File: config.mk
export PLATFORM = sky130hd
export DESIGN_NAME = cv_sp_line_ctrl_flat
export DESIGN_NICKNAME = d
export VERILOG_FILES = /design/src/rtl/cv_sp_pkg.sv /design/src/rtl/cv_sp_line_ctrl_if.sv /design/src/rtl/cv_sp_sat_cnt.sv /design/src/rtl/cv_sp_line_ctrl.sv /design/src/flat_wrapper.sv
export SDC_FILE = /design/constraint.sdc
export NUM_CORES = 1
export LEC_CHECK = 0
export BUFFER_PORTS_ARGS = -buffer_cell sky130_fd_sc_hd__buf_2
export CORE_ASPECT_RATIO = 1.1
export CORE_MARGIN = 3
export CORE_UTILIZATION = 54
export CTS_CLUSTER_DIAMETER = 30
export DETAILED_ROUTE_END_ITERATION = 10
export PLACE_DENSITY_LB_ADDON = 0.12
export SLEW_MARGIN = 20
export SYNTH_ARGS = -nofsm -noshare
export SYNTH_HDL_FRONTEND = slang
export SYNTH_SLANG_ARGS = --single-unit
File: constraint.sdc
create_clock -name clk -period 2.5 [get_ports clk]
set_clock_uncertainty 0.2 [all_clocks]
set_input_delay 0.5 -clock clk [delete_from_list [all_inputs] [get_ports clk]]
set_output_delay 0.5 -clock clk [all_outputs]
set_load 0.005 [all_outputs]
File: src/rtl/cv_sp_pkg.sv
// Shared definitions for the sprite line pipeline: controller state encoding,
// the default line-buffer clear depth, and the widths of the line counter and
// the sprite search count. Shared with the search and render units.
package cv_sp_pkg;

    localparam int CV_SP_CLR_DEPTH = 256;
    localparam int CV_SP_VCNT_W    = 10;
    localparam int CV_SP_SCNT_W    = 11;

    localparam logic [2:0] ST_IDLE   = 3'd0;
    localparam logic [2:0] ST_CLEAR  = 3'd1;
    localparam logic [2:0] ST_SEARCH = 3'd2;
    localparam logic [2:0] ST_RENDER = 3'd3;
    localparam logic [2:0] ST_DONE   = 3'd4;
    localparam logic [2:0] ST_ABORT  = 3'd5;

endpackage

File: src/rtl/cv_sp_line_ctrl_if.sv
// Handshake bundle between the line controller (master) and the sprite
// search/render units (slave).
interface cv_sp_line_ctrl_if;
    import cv_sp_pkg::*;

    logic                    search_cs;
    logic                    search_end;
    logic [CV_SP_SCNT_W-1:0] search_count_in;
    logic [CV_SP_SCNT_W-1:0] search_count;
    logic                    render_cs;
    logic [CV_SP_VCNT_W-1:0] render_v_count;
    logic                    render_end;

    modport master (
        output search_cs, search_count, render_cs, render_v_count,
        input  search_end, search_count_in, render_end
    );

    modport slave (
        input  search_cs, search_count, render_cs, render_v_count,
        output search_end, search_count_in, render_end
    );

endinterface

File: src/rtl/cv_sp_sat_cnt.sv
// 8-bit saturating event counter: counts i_inc pulses and sticks at 255.
module cv_sp_sat_cnt (
    input  logic       clk,
    input  logic       reset_n,
    input  logic       i_inc,
    output logic [7:0] o_cnt
);

    logic [7:0] r_cnt;

    // Count up on each event until all ones, then hold
    always_ff @(posedge clk or negedge reset_n) begin
        if (!reset_n)
            r_cnt <= '0;
        else if (i_inc && (r_cnt != 8'hFF))
            r_cnt <= r_cnt + 8'd1;
    end

    assign o_cnt = r_cnt;

endmodule

File: src/rtl/cv_sp_line_ctrl.sv
// Sprite scanline controller: on each accepted line_start it flips the
// line-buffer bank, optionally clears the bank being built, then sequences
// the search and render units. A line_start that arrives mid-line aborts the
// line for one cycle, is counted as an overrun, and then restarts the line.
// Optional feature macro: CV_SP_LINE_CLEAR_EN (enables the CLEAR phase).
module cv_sp_line_ctrl
    import cv_sp_pkg::*;
#(
    parameter int CLR_DEPTH = CV_SP_CLR_DEPTH
) (
    input  logic                    clk,
    input  logic                    reset_n,
    input  logic                    enable,
    input  logic                    line_start,
    input  logic [CV_SP_VCNT_W-1:0] v_count,
    cv_sp_line_ctrl_if.master       bus,
    output logic                    build_bank,
    output logic [CV_SP_VCNT_W-1:0] clr_addr,
    output logic                    clr_wen,
    output logic                    busy,
    output logic                    overrun,
    output logic [7:0]              overrun_cnt
);

    localparam logic [CV_SP_VCNT_W-1:0] LAST_ADDR = CV_SP_VCNT_W'(CLR_DEPTH - 1);

    logic [2:0]              r_state;
    logic [2:0]              w_state_nxt;
    logic                    r_en;
    logic                    r_pend_en;
    logic [CV_SP_VCNT_W-1:0] r_pend_vcnt;
    logic                    r_bank;
    logic [CV_SP_VCNT_W-1:0] r_rvcnt;
    logic [CV_SP_SCNT_W-1:0] r_scnt;
    logic                    r_search_cs;
    logic                    r_render_cs;
    logic                    r_busy;
    logic                    r_overrun;
    logic [CV_SP_VCNT_W-1:0] r_clr_addr;
    logic                    w_ovr;
    logic                    w_accept;
    logic                    w_acc_en;
    logic [CV_SP_VCNT_W-1:0] w_acc_vcnt;
    logic [2:0]              w_start_state;
    logic                    w_clr_last;

    // Next-state decode; an overrun always wins over search_end/render_end
    always_comb begin
        w_ovr      = line_start && ((r_state == ST_CLEAR) || (r_state == ST_SEARCH) ||
                                    (r_state == ST_RENDER));
        w_accept   = (line_start && ((r_state == ST_IDLE) || (r_state == ST_DONE))) ||
                     (r_state == ST_ABORT);
        w_acc_en   = (r_state == ST_ABORT) ? r_pend_en   : enable;
        w_acc_vcnt = (r_state == ST_ABORT) ? r_pend_vcnt : v_count;
`ifdef CV_SP_LINE_CLEAR_EN
        w_start_state = ST_CLEAR;
`else
        w_start_state = w_acc_en ? ST_SEARCH : ST_DONE;
`endif
        w_clr_last  = (r_clr_addr == LAST_ADDR);
        w_state_nxt = r_state;
        if (w_ovr) begin
            w_state_nxt = ST_ABORT;
        end else if (w_accept) begin
            w_state_nxt = w_start_state;
        end else begin
            case (r_state)
                ST_CLEAR:  if (w_clr_last) w_state_nxt = r_en ? ST_SEARCH : ST_DONE;
                ST_SEARCH: if (bus.search_end) w_state_nxt = ST_RENDER;
                ST_RENDER: if (bus.render_end) w_state_nxt = ST_DONE;
                ST_IDLE, ST_DONE: w_state_nxt = r_state;
                default:   w_state_nxt = ST_IDLE;
            endcase
        end
    end

    // State plus registered outputs, all derived from the next state
    always_ff @(posedge clk or negedge reset_n) begin
        if (!reset_n) begin
            r_state     <= ST_IDLE;
            r_en        <= 1'b0;
            r_pend_en   <= 1'b0;
            r_pend_vcnt <= '0;
            r_bank      <= 1'b0;
            r_rvcnt     <= '0;
            r_scnt      <= '0;
            r_search_cs <= 1'b0;
            r_render_cs <= 1'b0;
            r_busy      <= 1'b0;
            r_overrun   <= 1'b0;
            r_clr_addr  <= '0;
        end else begin
            r_state <= w_state_nxt;
            if (w_accept) begin
                r_en    <= w_acc_en;
                r_bank  <= ~r_bank;
                r_rvcnt <= w_acc_vcnt + CV_SP_VCNT_W'(1);
            end
            if (w_ovr) begin
                r_pend_en   <= enable;
                r_pend_vcnt <= v_count;
            end
            if ((r_state == ST_SEARCH) && (w_state_nxt == ST_RENDER))
                r_scnt <= bus.search_count_in;
            r_search_cs <= (w_state_nxt == ST_SEARCH);
            r_render_cs <= (w_state_nxt == ST_RENDER);
            r_busy      <= (w_state_nxt == ST_CLEAR) || (w_state_nxt == ST_SEARCH) ||
                           (w_state_nxt == ST_RENDER) || (w_state_nxt == ST_ABORT);
            r_overrun   <= w_ovr;
            r_clr_addr  <= ((r_state == ST_CLEAR) && (w_state_nxt == ST_CLEAR)) ?
                           r_clr_addr + CV_SP_VCNT_W'(1) : '0;
        end
    end

`ifdef CV_SP_LINE_CLEAR_EN
    logic r_clr_wen;

    // Clear strobe is high for every cycle spent in CLEAR
    always_ff @(posedge clk or negedge reset_n) begin
        if (!reset_n)
            r_clr_wen <= 1'b0;
        else
            r_clr_wen <= (w_state_nxt == ST_CLEAR);
    end

    assign clr_wen  = r_clr_wen;
    assign clr_addr = r_clr_addr;
`else
    assign clr_wen  = 1'b0;
    assign clr_addr = '0;
`endif

    cv_sp_sat_cnt u_ovr_cnt (
        .clk     (clk),
        .reset_n (reset_n),
        .i_inc   (w_ovr),
        .o_cnt   (overrun_cnt)
    );

    assign bus.search_cs      = r_search_cs;
    assign bus.search_count   = r_scnt;
    assign bus.render_cs      = r_render_cs;
    assign bus.render_v_count = r_rvcnt;
    assign build_bank         = r_bank;
    assign busy               = r_busy;
    assign overrun            = r_overrun;

endmodule

File: src/flat_wrapper.sv
// flat-port wrapper written by rule: the top's interface ports become plain ports
module cv_sp_line_ctrl_flat import cv_sp_pkg::*;
#(
    parameter int CLR_DEPTH = CV_SP_CLR_DEPTH
)
  (clk, reset_n, enable, line_start, v_count, build_bank, clr_addr, clr_wen, busy, overrun, overrun_cnt, bus_search_cs, bus_search_count, bus_render_cs, bus_render_v_count, bus_search_end, bus_search_count_in, bus_render_end);
  cv_sp_line_ctrl_if bus_i ();
  input  logic clk;
  input  logic reset_n;
  input  logic enable;
  input  logic line_start;
  input  logic [CV_SP_VCNT_W-1:0] v_count;
  output logic build_bank;
  output logic [CV_SP_VCNT_W-1:0] clr_addr;
  output logic clr_wen;
  output logic busy;
  output logic overrun;
  output logic [7:0] overrun_cnt;
  output wire logic [$bits(bus_i.search_cs)-1:0] bus_search_cs;
  output wire logic [$bits(bus_i.search_count)-1:0] bus_search_count;
  output wire logic [$bits(bus_i.render_cs)-1:0] bus_render_cs;
  output wire logic [$bits(bus_i.render_v_count)-1:0] bus_render_v_count;
  input wire logic [$bits(bus_i.search_end)-1:0] bus_search_end;
  input wire logic [$bits(bus_i.search_count_in)-1:0] bus_search_count_in;
  input wire logic [$bits(bus_i.render_end)-1:0] bus_render_end;
  assign bus_search_cs = bus_i.search_cs;
  assign bus_search_count = bus_i.search_count;
  assign bus_render_cs = bus_i.render_cs;
  assign bus_render_v_count = bus_i.render_v_count;
  assign bus_i.search_end = bus_search_end;
  assign bus_i.search_count_in = bus_search_count_in;
  assign bus_i.render_end = bus_render_end;
  cv_sp_line_ctrl #(.CLR_DEPTH(CLR_DEPTH)) u_core (.clk(clk), .reset_n(reset_n), .enable(enable), .line_start(line_start), .v_count(v_count), .bus(bus_i), .build_bank(build_bank), .clr_addr(clr_addr), .clr_wen(clr_wen), .busy(busy), .overrun(overrun), .overrun_cnt(overrun_cnt));
endmodule
==> results of run 1 <==
[how the worst max path moves through the flow]
stage | from | to | slack, ns | cells after the start
final | u_core.r_state[0]$_DFF_PN0_ | u_core.bus.render_v_count[8]$_DFFE_PN0N_ | 0.19 | 7
after global routing | u_core.r_state[0]$_DFF_PN0_ | u_core.bus.render_v_count[8]$_DFFE_PN0N_ | 0.05 | 7
after CTS | u_core.r_state[0]$_DFF_PN0_ | u_core.bus.render_v_count[8]$_DFFE_PN0N_ | 0.20 | 7
after detailed placement | u_core.r_state[0]$_DFF_PN0_ | u_core.bus.render_v_count[8]$_DFFE_PN0N_ | 0.22 | 7
after global placement | u_core.r_state[0]$_DFF_PN0_ | u_core.bus.render_v_count[8]$_DFFE_PN0N_ | 0.28 | 7
after floorplan | u_core.r_state[1]$_DFF_PN0_ | u_core.bus.render_v_count[8]$_DFFE_PN0N_ | 0.24 | 9
[final cells by class]
type | count | area (um2)
clock buffers | 12 | 165
multi-input cells | 207 | 1430
fillers | 446 | 1780
clock inverters | 4 | 95.1
inverters | 6 | 22.5
well taps | 75 | 93.8
flip-flops and latches | 59 | 1480
repair buffers | 68 | 373
[power breakdown]
part / leakage [uW] / switching, uW / internal, uW
sequential: 0.000743 / 299 / 1330
clock: 0.000133 / 364 / 742
combinational: 0.000860 / 717 / 719
total: 0.00174 / 1380 / 2790
[layer usage]
metal | vias to the layer above | share of wire | global-route usage
li1 | 1137 | - | -
met1 | 1141 | 0.45 | 0.260
met2 | 67 | 0.49 | 0.343
met3 | 11 | 0.045 | 0.0472
met4 | 0 | 0.015 | 0.0906
met5 | - | 0 | 0
[worst register-to-register path, stage by stage, from the launching register on]
cell	delay, ns
dfrtp_1	0.52
and3b_1	0.26
nand2_1	0.07
nand2_1	0.09
ha_1	0.29
or4b_1	0.48
a211o_1	0.27
nand3_1	0.08
[Yosys cell counts (all sizes together), types with 2 or more instances]
master and count:
mux2 24, o211ai 3, and4bb 2, xnor2 9, nor2 8, inv 5
nand3 16, nor4 3, or3b 2, and4b 2, a21oi 2, ha 3
a211o 4, nand4 12, a21o 2, or2 3, or3 2, o21ai 5
nor3b 2, nor3 13, nand2 36, mux2i 6, clkbuf 3, or4 3
a31oi 2, xor2 9, buf 20, and3 3, a21boi 2, dfrtp 59
[placed cells by master, fill, tap and decap left out, types with 3 or more instances in the layout]
cell type / count
o211ai_1: 3
o21ai_0: 4
ha_1: 3
nand3_1: 16
buf_4: 7
xor2_1: 9
nand2_1: 36
xnor2_1: 9
nor3_1: 13
nand4_1: 12
inv_1: 5
bufinv_16: 3
nor4_1: 3
a211o_1: 4
and3_1: 3
clkbuf_8: 12
dfrtp_1: 59
conb_1: 11
mux2_2: 24
nor2_1: 8
buf_2: 60
mux2i_1: 6
[state kept, by name, summed over array words and instances, names as in the netlist]
name / flops
u_core.bus.render_v_count: 10
u_core.r_en: 1
u_core.build_bank: 1
u_core.bus.search_cs: 1
u_core.busy: 1
u_core.bus.render_cs: 1
u_core.overrun: 1
u_core.r_clr_addr: 10
u_core.bus.search_count: 11
u_core.u_ovr_cnt.o_cnt: 8
u_core.r_pend_en: 1
u_core.r_pend_vcnt: 10
u_core.r_state: 3
[metrics by stage]
stage | total power (uW) | setup WS, ns
finish | 4170 | 0.193
detailed placement | 3080 | 0.222
global route | 4470 | 0.0495
CTS | 4200 | 0.199
global placement | 3020 | 0.282
floorplan | 2570 | 0.241
[cell families (layout without fill, tap and decap cells)]
logic type | Yosys count | after routing | share of synthesized area
AOI/OAI and AO/OA | 29 | 29 | 0.0703
xor gates and xnor gates | 18 | 18 | 0.0518
adders and majority gates | 3 | 3 | 0.0123
buffers and inverters | 29 | 90 | 0.0588
DFF | 59 | 59 | 0.485
muxes | 30 | 30 | 0.109
other | 1 | 11 | 0.00123
and+or+nand+nor | 116 | 116 | 0.212
==> results.json, run 1 <==
{
  "routed_via_density": 5.47,
  "wirelength_um": 6360,
  "placementRows": 28,
  "crit_required_ns": 2.56,
  "dpl_cell_area_um2": 3390,
  "powerDensity_nw_per_um2": 1140,
  "yosys_most_used_dff": "dfrtp_1",
  "cts_sinks": 59,
  "crit_family": "simple AND/OR/NAND/NOR gates",
  "worstPathCellList": "and3b_1 -> nand2_1 -> nand2_1 -> ha_1 -> or4b_1 -> a211o_1 -> nand3_1",
  "path_class": "reg -> reg",
  "cp_common_cell": "nand2_1",
  "drive_above_1_share": 0.320,
  "leakage_uw": 0.00174,
  "diodes": 0,
  "endpoint_kind": "register",
  "hold_viol": 4,
  "critPathMaxFanout": 9,
  "r2r_cells": 7,
  "hpwlAfterDp_um": 4650,
  "syn-cell-area_um2": 3040,
  "fin_nets": 381,
  "crit_arrival_ns": 2.37,
  "critPathLaunchType": "register",
  "htreeDepth": 3,
  "grt_max_degree": 32,
  "holdWs_ns": -0.00432,
  "post_cts_buffers": 0,
  "cpPeakStageDelay_ns": 0.52,
  "synthTopCellsByArea": "dfrtp_1 (49%), mux2_2 (8.9%), nand2_1 (4.4%)",
  "grt_pass1_vias": 2266,
  "insertion_delay_ns": 0.33,
  "syn2layout_area_growth_pct": 20.0,
  "clock_path_buffers": 2,
  "violations": "hold timing",
  "num_vias": 2356,
  "grt_antenna_before_repair": 0,
  "rr_startpoint": "u_core.r_state[0]$_DFF_PN0_",
  "drc": 0,
  "synth-seq-cells": 59,
  "fin_tns_setup_ns": 0,
  "synthCells": 285,
  "fin_crit_sh": 0.923,
  "grt_overflow": 0,
  "maxSlewHeadroom": 0.368,
  "die_height_um": 84.7,
  "first_pass_iters": 5,
  "die-area_um2": 6570,
  "worst_pin_slew_ns": 0.943,
  "fp.coreArea_um2": 5430,
  "regToRegEndpoint": "u_core.bus.render_v_count[8]$_DFFE_PN0N_",
  "grt_use_total": 0.207,
  "drtAntennaViolNets": 0,
  "ir_worst_vdd_mv": 0.652,
  "yosysWarnings": 0,
  "instances_no_fill": 431,
  "outcome": "finished with violations",
  "synth_top_area_share": 0.485,
  "final_max_slew_viol_count": 0,
  "cts-root-buf": "clkbuf_8",
  "syn-mean-instance-area_um2": 10.7,
  "async_flop_share": 1.00,
  "dieWidth_um": 77.6,
  "start_util": 0.560,
  "fin_util": 0.672,
  "cts_inserted_buffers": 9,
  "cp_num_buf_inv": 0,
  "layout_min_cycle_time_ns": 2.31,
  "port_buffers": 60,
  "critPathSlowestCell": "dfrtp_1",
  "synth_enable_flop_cells": 0,
  "hp-class": "in -> async",
  "reg2reg_slack_ns": 0.19,
  "netlist.top_cell.by_area": "dfrtp_1",
  "drv_cap": 0,
  "cts.hold.buffers_added": 0,
  "yosysUniqueCellTypes": 58,
  "grt_pass1_wl_um": 10800,
  "dp.cells": 415,
  "ctsResizeCount": 0,
  "fmax_ghz": 0.433,
  "setup_viol": 0,
  "rsz0062_at_grt": "no",
  "drt_iter0_markers": 140,
  "io_pins": 72,
  "ys_seq_area_frac": 0.485,
  "globalplace.congestion": 0.888,
  "clk_pin_slew_ns": 0.06,
  "cts_tree": "done",
  "finalInstanceArea_um2": 3650,
  "wl_per_cell_um": 14.7
}
Note: power is estimated with default switching activity, not from simulation.
==> inputs of run 2 (changes only) <==
Settings changed: CELL_PAD_IN_SITES_DETAIL_PLACEMENT set to 1, CELL_PAD_IN_SITES_GLOBAL_PLACEMENT set to 2, CORE_UTILIZATION 54 to 34.
==> results.json, run 2 (synthesis gave the netlist of run 1 again) <==
{
  "clk_pin_slew_ns": 0.07,
  "crit_required_ns": 2.57,
  "die_height_um": 105,
  "worstPathCellList": "and3b_1 -> nand2_1 -> nand2_1 -> ha_1 -> or4b_1 -> a211o_1 -> nand3_1",
  "dp_slack_ns": 0.354,
  "first_pass_iters": 4,
  "fin_nets": 383,
  "cts_inserted_buffers": 9,
  "rsz0062_at_grt": "no",
  "fin_tns_setup_ns": 0,
  "routed_via_density": 4.97,
  "regToRegEndpoint": "u_core.bus.render_v_count[8]$_DFFE_PN0N_",
  "worst_pin_slew_ns": 0.914,
  "instances_no_fill": 469,
  "io_pins": 72,
  "critPathLaunchType": "register",
  "fmax_ghz": 0.472,
  "rr_startpoint": "u_core.r_state[0]$_DFF_PN0_",
  "largest_register_ffs": 11,
  "hold_end": "u_core.bus.search_count[10]$_DFFE_PN0P_",
  "hpwlAfterDp_um": 5480,
  "cts_sinks": 59,
  "setup_viol": 0,
  "port_buffers": 60,
  "clock_path_buffers": 2,
  "r2r_cells": 7,
  "path_class": "reg -> reg",
  "drv_cap": 0,
  "diodes": 0,
  "layout_commonest_cell": "buf_2",
  "grt_pass1_vias": 2498,
  "wirelength_um": 7390,
  "drt_iter0_markers": 38,
  "grt_pass1_wl_um": 12300,
  "grt_max_degree": 60,
  "layout_common_cells": "buf_2 (60), dfrtp_1 (59), nand2_1 (36)",
  "setup_ws_ns": 0.380,
  "placementRows": 35,
  "start_util": 0.356,
  "min_path_cells": 2,
  "grt_use_total": 0.157,
  "drc": 0,
  "hp-class": "in -> reg",
  "ctsResizeCount": 0,
  "syn2layout_area_growth_pct": 19.4,
  "insertion_delay_ns": 0.34,
  "maxSlewHeadroom": 0.388,
  "critPathMaxFanout": 5,
  "grt_antenna_before_repair": 0,
  "die-area_um2": 10100,
  "num_vias": 2329,
  "final_max_slew_viol_count": 0,
  "hold_start": "bus_search_count_in[10]",
  "crit_family": "simple AND/OR/NAND/NOR gates",
  "leakage_uw": 0.00170,
  "drive_above_1_share": 0.318,
  "fp.coreArea_um2": 8540,
  "cpPeakStageDelay_ns": 0.47,
  "globalplace.congestion": 0.771,
  "endpoint_kind": "register",
  "dp.cells": 452,
  "layout_min_cycle_time_ns": 2.12,
  "cp_num_buf_inv": 0,
  "powerDensity_nw_per_um2": 1070,
  "cts.hold.buffers_added": 1,
  "htreeDepth": 3,
  "outcome": "finished clean",
  "dieWidth_um": 96.2,
  "crit_arrival_ns": 2.19,
  "reg2reg_slack_ns": 0.38,
  "n_fill_cell": 994,
  "drtAntennaViolNets": 0,
  "fin_crit_sh": 0.848,
  "cp_common_cell": "nand2_1",
  "critPathSlowestCell": "or4b_1",
  "grt_overflow": 0,
  "hold_viol": 0,
  "ir_worst_vdd_mv": 0.338,
  "fin_util": 0.425,
  "wl_per_cell_um": 15.8,
  "cts-root-buf": "clkbuf_8",
  "cts_tree": "done",
  "post_cts_buffers": 0
}
-- run 2: cell types whose count changed in the layout (fill, tap and decap cells not counted) --
cell	delta
clkinvlp_4	+2
clkinv_2	+1
clkbuf_8	-1
bufinv_16	-3
dlygate4sd3_1	+1
clkbuf_1	+1
buf_4	+1
-- run 2: area by class of cell --
type	count	area, um2	area share
Tap cell	111	139	0.0382
Timing Repair Buffer	70	390	0.107
Sequential cell	59	1480	0.406
Inverter	6	22.5	0.00620
Multi-Input combinational cell	207	1430	0.392
Clock buffer	12	155	0.0427
Clock inverter	4	25.0	0.00689
-- run 2: worst reg2reg max path, cell delays in order, from the launching register on --
cell,delay [ns]
dfrtp_1,0.45
and3b_1,0.25
nand2_1,0.07
nand2_1,0.08
ha_1,0.18
or4b_1,0.47
a211o_1,0.28
nand3_1,0.08
-- run 2: worst max-delay path by stage --
stage	from	endpoint	slack [ns]	depth (start not counted)
floorplan	u_core.r_state[1]$_DFF_PN0_	u_core.bus.render_v_count[8]$_DFFE_PN0N_	0.24	9
global placement	line_start	u_core.bus.search_count[2]$_DFFE_PN0P_	0.39	4
detailed placement	line_start	u_core.bus.search_count[1]$_DFFE_PN0P_	0.35	4
CTS	u_core.r_state[0]$_DFF_PN0_	u_core.bus.render_v_count[8]$_DFFE_PN0N_	0.36	7
global route	u_core.r_clr_addr[0]$_DFF_PN0_	u_core.r_clr_addr[8]$_DFF_PN0_	0.22	6
finish	u_core.r_state[0]$_DFF_PN0_	u_core.bus.render_v_count[8]$_DFFE_PN0N_	0.38	7
-- run 2: metrics by stage --
stage	power [uW]	area (um2)	hold slack, ns
final	3890	3630	0.191
after floorplan	2570	3080	0.00441
after detailed placement	3150	3440	0.266
after global routing	4230	3630	0.178
after global placement	3110	3440	0.256
after CTS	3960	3630	0.178
-- run 2: where the power goes --
part,internal (uW),switching (uW),total (uW)
Combinational,724,749,1470
Clock,411,390,801
Sequential,1330,287,1610
-- run 2: per-layer routing --
layer  vias to the layer above  global-route usage  wire (um)
li1                       1135                   -          -
met1                      1140               0.196       3220
met2                        41               0.259       3790
met3                        13              0.0307        220
met4                         0              0.0691        155
met5                         -                   0          0
==> inputs of run 3 (changes only) <==
Settings changed: CORE_UTILIZATION 34 to 30.
Clock period 2.5 ns to 1.9 ns, I/O delays scaled along.
==> results.json, run 3 (synthesis gave the netlist of run 1 again) <==
{
  "grt_use_total": 0.148,
  "fin_nets": 406,
  "cts_inserted_buffers": 9,
  "layout_commonest_cell": "buf_2",
  "critPathLaunchType": "register",
  "fin_crit_sh": 1.05,
  "wl_per_cell_um": 16.0,
  "hp-class": "in -> reg",
  "cp_num_buf_inv": 2,
  "drv_cap": 0,
  "insertion_delay_ns": 0.34,
  "drc": 0,
  "diodes": 0,
  "powerDensity_nw_per_um2": 1410,
  "final_max_slew_viol_count": 0,
  "num_vias": 2470,
  "port_buffers": 60,
  "ir_worst_vdd_mv": 0.472,
  "critPathMaxFanout": 5,
  "fp.coreArea_um2": 9630,
  "violations": "setup timing",
  "cpPeakStageDelay_ns": 0.53,
  "grt_overflow": 0,
  "path_class": "reg -> reg",
  "critPathSlowestCell": "or4b_4",
  "crit_family": "simple AND/OR/NAND/NOR gates",
  "layout_common_cells": "buf_2 (60), dfrtp_1 (59), nand2_1 (34)",
  "htreeDepth": 3,
  "dp.cells": 475,
  "setup_viol": 4,
  "fmax_ghz": 0.500,
  "drtAntennaViolNets": 0,
  "dp_slack_ns": -0.129,
  "globalplace.congestion": 0.796,
  "hpwlAfterDp_um": 5780,
  "clock_path_buffers": 2,
  "die-area_um2": 11400,
  "n_fill_cell": 1111,
  "setup_ws_ns": -0.102,
  "leakage_uw": 0.00185,
  "fin_tns_setup_ns": -0.275,
  "clk_pin_slew_ns": 0.07,
  "grt_antenna_before_repair": 0,
  "instances_no_fill": 497,
  "crit_arrival_ns": 2.08,
  "total_power_uw": 5600,
  "dieWidth_um": 102,
  "grt_pass1_vias": 2655,
  "die_height_um": 112,
  "start_util": 0.316,
  "cts-root-buf": "clkbuf_8",
  "endpoint_kind": "register",
  "outcome": "finished with violations",
  "wirelength_um": 7970,
  "finalInstanceArea_um2": 3970,
  "placementRows": 37,
  "io_pins": 72,
  "syn2layout_area_growth_pct": 30.6,
  "routed_via_density": 4.97,
  "cts_sinks": 59,
  "grt_max_degree": 60,
  "largest_register_ffs": 11,
  "grt_pass1_wl_um": 13300,
  "drive_above_1_share": 0.418,
  "hold_viol": 0,
  "layout_min_cycle_time_ns": 2.00,
  "rsz0062_at_grt": "yes",
  "first_pass_iters": 4,
  "worstPathCellList": "and3b_2 -> buf_4 -> buf_8 -> or4b_4 -> a211o_1 -> nand3_1",
  "dpl_cell_area_um2": 3610,
  "drt_iter0_markers": 50,
  "crit_required_ns": 1.98,
  "cts_tree": "done"
}
## run 3: metrics by stage
stage | hold slack [ns] | utilization
floorplan | -0.116 | -
global placement | 0.216 | 0.374
detailed placement | 0.218 | 0.374
CTS | 0.0514 | 0.404
global route | 0.0654 | 0.413
finish | 0.0725 | 0.413
## run 3: worst paths after layout
kind / endpoint / cells past startpoint / slack [ns] / start
worst max-delay path: u_core.bus.render_v_count[8]$_DFFE_PN0N_ / 6 / -0.10 / u_core.r_state[2]$_DFF_PN0_
min in group asynchronous: u_core.bus.render_v_count[8]$_DFFE_PN0N_ / 3 / 0.38 / reset_n
worst max register to register: u_core.bus.render_v_count[8]$_DFFE_PN0N_ / 6 / -0.10 / u_core.r_state[2]$_DFF_PN0_
worst min-delay path: u_core.bus.search_count[6]$_DFFE_PN0P_ / 2 / 0.07 / bus_search_count_in[6]
max in group asynchronous: u_core.bus.render_v_count[4]$_DFFE_PN0N_ / 3 / 0.85 / reset_n
worst min register to register: u_core.build_bank$_DFFE_PN0N_ / 1 / 0.27 / u_core.build_bank$_DFFE_PN0N_
## run 3: what timing repair did
action | in CTS | in global routing
endpoints found under the hold margin | 59 | 0
gates resized for setup | 12 | 16
setup endpoints to repair | 15 | 29
hold buffers | 1 | 0
pin swaps | 5 | 8
buffers inserted | 4 | 2
## run 3: area by class of cell
type	count	area, um2	share of cell area
Clock inverter	2	35.0	0.00882
Multi-Input combinational cell	207	1540	0.389
Timing Repair Buffer	93	591	0.149
Inverter	6	22.5	0.00567
Tap cell	117	146	0.0368
Clock buffer	13	159	0.0400
Sequential cell	59	1480	0.372
## run 3: metal layers
| layer | GRT usage | up-vias | share of wire |
|---|---|---|---|
| met2 | 0.257 | 40 | 0.52 |
| li1 | - | 1185 | - |
| met5 | 0 | - | 0 |
| met3 | 0.0307 | 8 | 0.037 |
| met4 | 0.0569 | 0 | 0.018 |
| met1 | 0.178 | 1237 | 0.42 |
## run 3: report_power, final
group          switching (uW)  internal (uW)  leakage, uW  total [uW]
logic                    1160           1180      0.00101        2340
clock network             495            670    0.0000995        1170
registers                 350           1740     0.000743        2090
total                    2000           3600      0.00185        5600
